## src/rtl/alu_arbiter.sv

```systemverilog
// Round-robin arbiter sharing one ALU operand/select path among four requesters.
// Latency: request sampled at edge E, response valid at edge E+RESULT_WAIT; RESULT_WAIT+2 cycles per op minimum.
// Backpressure: response held in RESP until rsp_ready; req ignored outside IDLE, pending requests wait.
module alu_arbiter #(
  parameter int WIDTH       = 8,
  parameter int RESULT_WAIT = 1   // legal range 1..15
) (
  input  logic               clk,
  input  logic               rst_n,
  input  logic [3:0]         req,
  input  logic [4*WIDTH-1:0] req_a,
  input  logic [4*WIDTH-1:0] req_b,
  input  logic [7:0]         req_op,
  output logic [3:0]         gnt,
  output logic [WIDTH-1:0]   alu_a,
  output logic [WIDTH-1:0]   alu_b,
  output logic [1:0]         alu_sel,
  input  logic [WIDTH-1:0]   alu_y,
  output logic               rsp_valid,
  input  logic               rsp_ready,
  output logic [1:0]         rsp_id,
  output logic [WIDTH-1:0]   rsp_data,
  output logic               busy
);

  typedef enum logic [1:0] {IDLE, EXEC, RESP} state_t;

  // Counter is loaded with WAIT-1 so operands stay on the ALU for exactly RESULT_WAIT cycles.
  localparam logic [3:0] WAIT_LOAD = 4'(RESULT_WAIT - 1);

  state_t     state;
  logic [1:0] rr_ptr;
  logic [3:0] wait_cnt;
  logic [1:0] win_id;
  logic       win_vld;

  // Pick the first requester at or after rr_ptr; scan from farthest so the nearest one wins.
  always_comb begin
    win_id  = 2'd0;
    win_vld = 1'b0;
    for (int k = 3; k >= 0; k--) begin
      if (req[rr_ptr + 2'(k)]) begin
        win_id  = rr_ptr + 2'(k);
        win_vld = 1'b1;
      end
    end
  end

  // Sequencing FSM: grant and latch operands, wait for the result, then hold the response.
  always_ff @(posedge clk or negedge rst_n) begin
    if (!rst_n) begin
      state     <= IDLE;
      rr_ptr    <= 2'd0;
      wait_cnt  <= 4'd0;
      gnt       <= 4'd0;
      alu_a     <= '0;
      alu_b     <= '0;
      alu_sel   <= 2'd0;
      rsp_valid <= 1'b0;
      rsp_id    <= 2'd0;
      rsp_data  <= '0;
    end else begin
      gnt <= 4'd0;
      case (state)
        IDLE: begin
          if (win_vld) begin
            alu_a    <= req_a[win_id*WIDTH +: WIDTH];
            alu_b    <= req_b[win_id*WIDTH +: WIDTH];
            alu_sel  <= req_op[win_id*2 +: 2];
            rsp_id   <= win_id;
            gnt      <= 4'b0001 << win_id;
            wait_cnt <= WAIT_LOAD;
            state    <= EXEC;
          end
        end
        EXEC: begin
          if (wait_cnt == 4'd0) begin
            rsp_data  <= alu_y;
            rsp_valid <= 1'b1;
            state     <= RESP;
          end else begin
            wait_cnt <= wait_cnt - 4'd1;
          end
        end
        RESP: begin
          if (rsp_ready) begin
            rsp_valid <= 1'b0;
            rr_ptr    <= rsp_id + 2'd1;
            state     <= IDLE;
          end
        end
        default: state <= IDLE;
      endcase
    end
  end

  assign busy = (state != IDLE);

endmodule
```

## config.mk

```make
export PLATFORM = sky130hd
export DESIGN_NAME = alu_arbiter
export DESIGN_NICKNAME = d
export VERILOG_FILES = /design/src/rtl/alu_arbiter.sv
export SDC_FILE = /design/constraint.sdc
export NUM_CORES = 1
export LEC_CHECK = 0
export BUFFER_PORTS_ARGS = -buffer_cell sky130_fd_sc_hd__buf_2
export CORE_MARGIN = 10
export CORE_UTILIZATION = 49
export CTS_BUF_LIST = sky130_fd_sc_hd__clkbuf_4
export CTS_CLUSTER_SIZE = 24
export DETAILED_ROUTE_END_ITERATION = 16
export HOLD_SLACK_MARGIN = 0.08
export MAX_ROUTING_LAYER = met4
export PLACE_DENSITY = 0.93
export SYNTH_ARGS = -nofsm -noshare
export SYNTH_HDL_FRONTEND = slang
export SYNTH_SLANG_ARGS = --single-unit
```

## constraint.sdc

```tcl
create_clock -name clk -period 2.3 [get_ports clk]
set_input_delay 0.345 -clock clk [delete_from_list [all_inputs] [get_ports clk]]
set_output_delay 0.345 -clock clk [all_outputs]
set_load 0.02 [all_outputs]
```

==> results of run 1 <==
[final timing paths]
| kind | slack (ns) | cells past startpoint | to | startpoint |
|---|---|---|---|---|
| worst min-delay path | 0.14 | 1 | rsp_data[4] | rst_n |
| worst min register to register | 0.50 | 2 | rsp_valid | rsp_valid |
| max in group asynchronous | 1.58 | 1 | gnt[0] | rst_n |
| worst max register to register | 0.35 | 6 | alu_b[1] | rr_ptr[0] |
| min in group clk | 0.20 | 2 | state[1] | rsp_ready |
| worst max-delay path | 0.35 | 6 | alu_b[1] | rr_ptr[0] |
[per-stage QoR]
| stage | utilization [%] | power, mW | instance area (um2) | setup slack (ns) | hold slack, ns |
|---|---|---|---|---|---|
| floorplan | - | 2.72 | 2140 | 0.760 | 0.0494 |
| finish | 67.8 | 3.59 | 2790 | 0.346 | 0.136 |
| global placement | 66.6 | 3.21 | 2740 | 0.410 | 0.460 |
| global route | 67.8 | 3.86 | 2790 | 0.223 | 0.178 |
| CTS | 67.8 | 3.63 | 2790 | 0.347 | 0.144 |
| detailed placement | 66.6 | 3.29 | 2740 | 0.322 | 0.464 |
[flip-flops by register name, indices dropped and copies added, names as in the netlist, 4 cells and up]
signal	count
alu_a	8
alu_b	8
gnt	4
rsp_data	8
wait_cnt	4
[logic make-up after synthesis]
kind of cell / Yosys count / share of synthesized area [%]
muxes: 45 / 21.5
AOI/OAI and AO/OA: 33 / 13.0
xor gates and xnor gates: 1 / 0.409
adders and majority gates: 1 / 0.585
buffers and inverters: 16 / 5.26
and+or+nand+nor: 52 / 11.3
DFF: 41 / 48.0
[synth_stat cells, drive strengths merged]
cell type and number:
dfrtp 41, mux2i 37, nand2 32, o221ai 18
buf 9, mux2 8, inv 6, nor2 4
o21ai 4, a21oi 3, nand2b 3, and3 2
nor2b 2, nor3 2, o31ai 2, a211o 1
a31oi 1, clkbuf 1, ha 1, nand3 1
nand3b 1, nand4b 1, nor3b 1, nor4 1
o211ai 1, o22ai 1, o32a 1, o32ai 1
or2 1, or3 1, xnor2 1
[final cells by class]
cell class                      instances  area (um2)  area share, %
Multi-Input combinational cell        132        1000           35.9
Tap cell                               50        62.6           2.24
Clock buffer                            6        45.0           1.61
Timing Repair Buffer                  122         628           22.5
Sequential cell                        41        1030           36.8
Clock inverter                          1        3.75          0.135
Inverter                                6        22.5          0.807
[per-layer routing]
layer	wire (um)	up-vias
met5	0	-
met4	351	0
met3	365	36
met2	3550	111
met1	2370	925
li1	-	932
[critical path, cell delays in order, from the launching register on]
cell and delay [ns]:
dfrtp_1 0.44, nand2b_1 0.17, a21oi_1 0.15, a211o_2 0.39
buf_12 0.27, mux2i_1 0.24, o221ai_1 0.15
[report_power, final]
part	internal, mW	switching, mW	leakage [nW]
sequential	1.05	0.202	0.507
combinational	0.821	1.18	0.989
clock	0.123	0.214	0.0292
==> flow_summary.toml, run 1 <==
[timing]
setup_tns_ns = 0
slew_viol_final = 0
hold_viol_final = 0
skew_ns = 0.0120
max_slew.worst_pin.slew_ns = 0.935
rsz0062_at_grt = "false"
layout_min_cycle_time_ns = 1.95
clock.fmax_ghz = 0.512
min_period_over_period_pct = 85.0
slew_headroom_pct = 37.7
setup_violations = 0

[placed_design]
place.gp.congestion = 0.839
dp_cells = 351
hpwl_mm = 5.33
io_buffer_count = 120

[critical_path]
cp_max_fo = 28
cp_data_arrival_time_ns = 2.15
crit_type = "register to register"
critPathLaunchType = "register"
end_kind = "register"
worstPathRequired_ns = 2.50

[die]
rows = 23
ios = 121
fp.dieH_um = 86.1
dieWidth_um = 86.1
start_util_pct = 52.0
core_um2 = 4120
die-area_um2 = 7410

[pwr]
p_leak_nw = 1.53
power_density_nw_per_um2 = 1290
ir_drop_mv = 0.727

[clock_network]
cts_buffers = 5
clkSinkCount = 41
post_cts_buffers = 0
cts_buffer_depth = 2
h-tree-depth = 2
clock_insertion_delay_worst_skew_ns = 0.33
holdBufCountCts = 0
root_buffer = "clkbuf_4"
clkTransAtPathRegs_ns = 0.12
cts_tree = "yes"
cts_resized = 0

[detailed_routing]
routed_via_density = 5.60
wl_per_cell_um = 18.6
drtAntennaViolNets = 0
drc_errors = 0
drt_iter0_drc = 68
num_vias = 2004
dr.pass1.iters = 4
finalWirelength_mm = 6.64

[cells_and_area]
finalNonFillerCells = 358
area_growth_syn_to_layout_pct = 30.4
fin_nets = 396
final_common_cell = "buf_2"
final_cell_mix = "buf_2, dfrtp_1, mux2i_1"
num_antenna_cells = 0
fillers = 343
drive_above_1_share_pct = 45.8

[logic_synthesis]
yosysTopAreaCell = "dfrtp_1"
synth_cells = 189
yosysSeqAreaShare_pct = 48.0
syn_avg_cell_area_um2 = 11.3
mappedNetlistArea_um2 = 2140
syn_nets = 277
synth_top_area_share_pct = 48.0
ys_ff_latch = 41
yosysUniqueCellTypes = 35
yosysWarnings = 0
netlist_top_cells_area = "dfrtp_1, mux2i_1, o221ai_1"

[global_routing]
grt_overflow_total = 0
met2_usage_pct = 30.0
grtUsageTotal_pct = 17.4
grt_pass1_wl_mm = 10.1
grt_util_met1_pct = 17.0
grt_busiest_layer = "met2"
first_global_vias = 2210
met3_usage_pct = 3.97
grt_start_max_net_pins = 42
antenna_found_initial = 0

[outcome]
run_status = "finished clean"

[job]
timing.max_cap.violations = 0

[worst_hold_path]
hold_path_class = "primary input to asynchronous set/reset pin"
Note: power is estimated with default switching activity, not from simulation.
==> inputs of run 2 (changes only) <==
- CORE_UTILIZATION: 49 -> 41
- PLACE_DENSITY: 0.93 -> 0.83
- clock period: 2.3 -> 1.6 ns (I/O delays scaled with it)
==> run 2 against run 1 <==
Net effect: flip-flop and latch count is the same; final area grew 12%; total power grew 62%; clock-buffer cell count grew 2; first-iteration DRC count grew 90%; hold slack lost 0.025 ns; non-clock buffer count grew 20; combinational power grew 74%; utilization shrank 6.3 points; setup slack lost 0.34 ns; global-route usage shrank 1.1 points; clock power grew 66%; critical endpoint unchanged; largest cell class is now multi-input combinational cells; largest power group unchanged.
==> flow_summary.toml, run 2 (synthesis gave the netlist of run 1 again) <==
[detailed_routing]
drc_errors = 0
dr.pass1.iters = 4
routed_via_density = 5.04
num_vias = 2009
drt_iter0_drc = 129
finalWirelength_mm = 6.73
drtAntennaViolNets = 0
wl_per_cell_um = 16.9

[timing]
max_slew.worst_pin.slew_ns = 0.450
slew_headroom_pct = 70.0
fin_hold_ws_ns = 0.110
rsz0062_at_grt = "true"
setup_violations = 0
clock.fmax_ghz = 0.627
fin_ws_ns = 0.00496
min_period_over_period_pct = 99.7
hold_viol_final = 0
skew_ns = 0.0117
slew_viol_final = 0
setup_tns_ns = 0
layout_min_cycle_time_ns = 1.60

[critical_path]
path_cells = "o22ai_1 > a211o_4 > buf_12 > buf_16 > mux2i_1 > o221ai_1"
reg2reg_slack_ns = 0.005
worstPathRequired_ns = 1.83
crit_buf_inv = 2
cp_data_arrival_time_ns = 1.82
cp_top_family = "compound AO/OA/AOI/OAI gates"
rr_startpoint = "rr_ptr[0]"
cp_num_cells = 6
crit_type = "register to register"
rr_worst_depth = 6
end_kind = "register"
cp_max_fo = 7
critPathSlowestCell = "dfrtp_1"
r2r_end = "alu_b[1]"
critPathLaunchType = "register"
slowest_delay_ns = 0.39

[pwr]
p_leak_nw = 1.68
total_power_mw = 5.81
power_density_nw_per_um2 = 1860
ir_drop_mv = 0.863

[clock_network]
clkTransAtPathRegs_ns = 0.12
root_buffer = "clkbuf_4"
cts_tree = "yes"
h-tree-depth = 2
cts_buffer_depth = 2
clock_insertion_delay_worst_skew_ns = 0.35
cts_buffers = 5
clkSinkCount = 41

[placed_design]
postPlaceCellArea_um2 = 2890
io_buffer_count = 120
hpwl_mm = 5.26
dp_cells = 383
place.gp.congestion = 0.834
post-place-ws_ns = -0.0469

[worst_hold_path]
min_from = "alu_y[2]"
worstHoldEndpoint = "rsp_data[2]"
hold_path_class = "primary input to register"
hold_depth = 2

[cells_and_area]
fin_nets = 416
finalNonFillerCells = 399
fillers = 428
num_antenna_cells = 0
fin_util_pct = 61.5
final_cell_mix = "buf_2, dfrtp_1, mux2i_1"
stdcell_area_um2 = 3120
drive_above_1_share_pct = 51.1
final_common_cell = "buf_2"
multi_input_area_um2 = 1040
top_regs = "alu_a: 8 flops, alu_b: 8 flops, rsp_data: 8 flops"
regArea_um2 = 1030
area_growth_syn_to_layout_pct = 45.9

[die]
fp.dieH_um = 92.2
rows = 26
core_um2 = 5070
start_util_pct = 42.2
dieWidth_um = 92.2
ios = 121
die-area_um2 = 8510

[outcome]
run_status = "finished clean"

[global_routing]
grt_start_max_net_pins = 24
grt_pass1_wl_mm = 11.0
grtUsageTotal_pct = 16.3
antenna_found_initial = 0
grt_overflow_total = 0
first_global_vias = 2298

[job]
timing.max_cap.violations = 0
## run 2: worst max path at each step
stage	endpoint	slack [ns]	from
2_1_floorplan	alu_a[0]	0.06	state[1]
3_3_place_gp	alu_b[2]	0.01	rr_ptr[0]
3_5_place_dp	alu_b[2]	-0.05	rr_ptr[0]
4_1_cts	alu_b[1]	-0.04	rr_ptr[0]
5_1_grt	alu_b[1]	-0.06	rr_ptr[0]
6_report	alu_b[1]	0.005	rr_ptr[0]
## run 2: what timing repair did
action,in CTS,in global routing
resized for setup,7,7
pin swaps,5,4
hold buffers,2,0
setup endpoints to repair,24,26
cloned,2,0
buffers inserted,2,2
endpoints found under the hold margin,19,0
## run 2: layer usage
metal  GRT usage, %  wire length [um]  share of wire (%)  up-vias
li1               -                 -                  -      972
met1           18.2              2690                 40      967
met2           28.6              3760                 56       58
met3           2.44               196                2.9       12
met4           6.30                91                1.4        0
met5              -                 0                  0        -
## run 2: cell type report
cell class	instances	area share [%]
multi-input cells	132	33.3
flip-flops and latches	41	32.9
repair buffers	142	28.3
well taps	70	2.81
clock buffers	8	1.92
inverters	6	0.721
## run 2: report_power, final
part / switching, mW / leakage (nW) / internal [mW]
clock network: 0.335 / 0.0368 / 0.227
logic: 1.86 / 1.14 / 1.61
registers: 0.266 / 0.506 / 1.51
total: 2.46 / 1.68 / 3.35
==> inputs of run 3 (changes only) <==
- BUFFER_PORTS_ARGS: -buffer_cell sky130_fd_sc_hd__buf_2 -> unset
- CORE_MARGIN: 10 -> 5
- CORE_UTILIZATION: 41 -> 58
- DONT_BUFFER_PORTS: unset -> 1
- PLACE_DENSITY: 0.83 -> 0.81
- SETUP_SLACK_MARGIN: unset -> 0.2
==> run 3 against run 2 <==
Net effect: the run now ends with negative setup slack left; clock skew fell by 0.0050 ns; die area fell by 41%; utilization rose by 15 points; total power rose by 6.0%; setup slack got worse by 0.063 ns; sequential share of layout area rose by 4.3 points; global-route usage rose by 7.7 points; clock power rose by 49%; fmax fell by 3.8%.
==> flow_summary.toml, run 3 (synthesis gave the netlist of run 1 again) <==
[outcome]
run_status = "finished, violations left"
violations = "negative setup slack"

[global_routing]
grt_busiest_layer = "met2"
grt_pass1_wl_mm = 9.09
met2_usage_pct = 40.3
grtUsageTotal_pct = 24.0
antenna_found_initial = 0
first_global_vias = 1754
grt_util_met1_pct = 27.5
grt_start_max_net_pins = 42
met3_usage_pct = 7.10
grt_overflow_total = 0

[detailed_routing]
drc_errors = 0
drt_iter0_drc = 108
drtAntennaViolNets = 0
routed_via_density = 6.50
num_vias = 1749
finalWirelength_mm = 6.45
wl_per_cell_um = 24.0
dr.pass1.iters = 4

[clock_network]
cts_buffers = 5
cts_buffer_depth = 2
clock_insertion_delay_worst_skew_ns = 0.35
cts_tree = "yes"
clkTransAtPathRegs_ns = 0.13
clkSinkCount = 41
h-tree-depth = 2
root_buffer = "clkbuf_4"

[cells_and_area]
finalNonFillerCells = 269
final_common_cell = "dfrtp_1"
regArea_um2 = 1030
fin_nets = 308
top_regs = "alu_a: 8 flops, alu_b: 8 flops, rsp_data: 8 flops"
final_cell_mix = "dfrtp_1, mux2i_1, nand2_1"
multi_input_area_um2 = 1200
fillers = 235
num_antenna_cells = 0
drive_above_1_share_pct = 30.8
area_growth_syn_to_layout_pct = 29.1
fin_util_pct = 76.6

[critical_path]
critPathSlowestCell = "dfrtp_1"
crit_type = "register to register"
slowest_delay_ns = 0.46
cp_max_fo = 15
end_kind = "register"
cp-startpoint = "rr_ptr[0]"
cp_top_family = "compound AO/OA/AOI/OAI gates"
reg2reg_slack_ns = -0.06
rr_startpoint = "rr_ptr[0]"
cp_data_arrival_time_ns = 1.88
crit_buf_inv = 1
worstPathRequired_ns = 1.82
critPathLaunchType = "register"
path_cells = "nand2b_4 > a21oi_4 > a211o_4 > buf_12 > mux2i_2 > o221ai_1"

[placed_design]
post-place-ws_ns = 0.0400
dp_cells = 236
place.gp.congestion = 0.776
hpwl_mm = 4.07
io_buffer_count = 0

[pwr]
ir_drop_mv = 1.03
total_power_mw = 6.16
power_density_nw_per_um2 = 2230
p_leak_nw = 1.32

[timing]
layout_min_cycle_time_ns = 1.66
hold_viol_final = 0
setup_violations = 10
clock.fmax_ghz = 0.603
rsz0062_at_grt = "true"
slew_viol_final = 0
max_slew.worst_pin.slew_ns = 0.380
skew_ns = 0.00674
slew_headroom_pct = 74.7
min_period_over_period_pct = 104
fin_ws_ns = -0.0577

[worst_hold_path]
min_from = "req_b[11]"
hold_path_class = "primary input to register"

[die]
die-area_um2 = 5000
core_um2 = 3610
dieWidth_um = 70.7
rows = 22
fp.dieH_um = 70.7
start_util_pct = 59.3
ios = 121

[job]
timing.max_cap.violations = 0
## run 3: worst paths after layout
| check | endpoint | cells after the start |
|---|---|---|
| setup / recovery | alu_a[5] | 6 |
| hold / removal | alu_b[3] | 2 |
| setup reg to reg | alu_a[5] | 6 |
| hold reg to reg | wait_cnt[0] | 2 |
| max in group asynchronous | rr_ptr[1] | 2 |
| min in group asynchronous | gnt[2] | 2 |
## run 3: cell type report
class | instances | share of cell area [%]
clock inverter | 3 | 2.36
timing repair buffer | 33 | 12.6
sequential | 41 | 37.2
tap | 48 | 2.17
clock buffer | 5 | 1.36
inverter | 6 | 0.906
multi-input combinational | 133 | 43.4
## run 3: timing repair
item	4_1_cts	5_1_grt
endpoints found under the hold margin	50	0
setup endpoints to repair	32	35
gates resized for setup	14	31
buffers inserted	9	2
pin swaps	4	7
gates cloned	2	1
hold buffers	11	0
## run 3: routing by layer
layer	wire length [um]	up-vias
met3	454	14
met2	3510	92
li1	-	762
met4	141	0
met1	2350	881
met5	0	-
## run 3: metrics by stage
stage,setup TNS [ns],cell area (um2),hold slack (ns)
after detailed placement,0,2230,-0.0543
after global routing,-0.903,2760,0.0896
after global placement,0,2230,-0.0545
after CTS,0,2610,0.0874
after floorplan,0,2190,-0.0556
final,-0.155,2760,0.103
## run 3: report_power, final
part | switching, mW | internal (mW) | leakage (nW)
Clock | 0.350 | 0.484 | 0.0552
Combinational | 1.40 | 1.52 | 0.759
Sequential | 0.894 | 1.51 | 0.506
## run 3: worst reg2reg max path: cells and delay by family, from the launching register on
family | cells | cell delay [ns]
mux | 1 | 0.19
simple gates | 1 | 0.19
buf+inv | 1 | 0.18
compound gates | 3 | 0.52
flops | 1 | 0.46
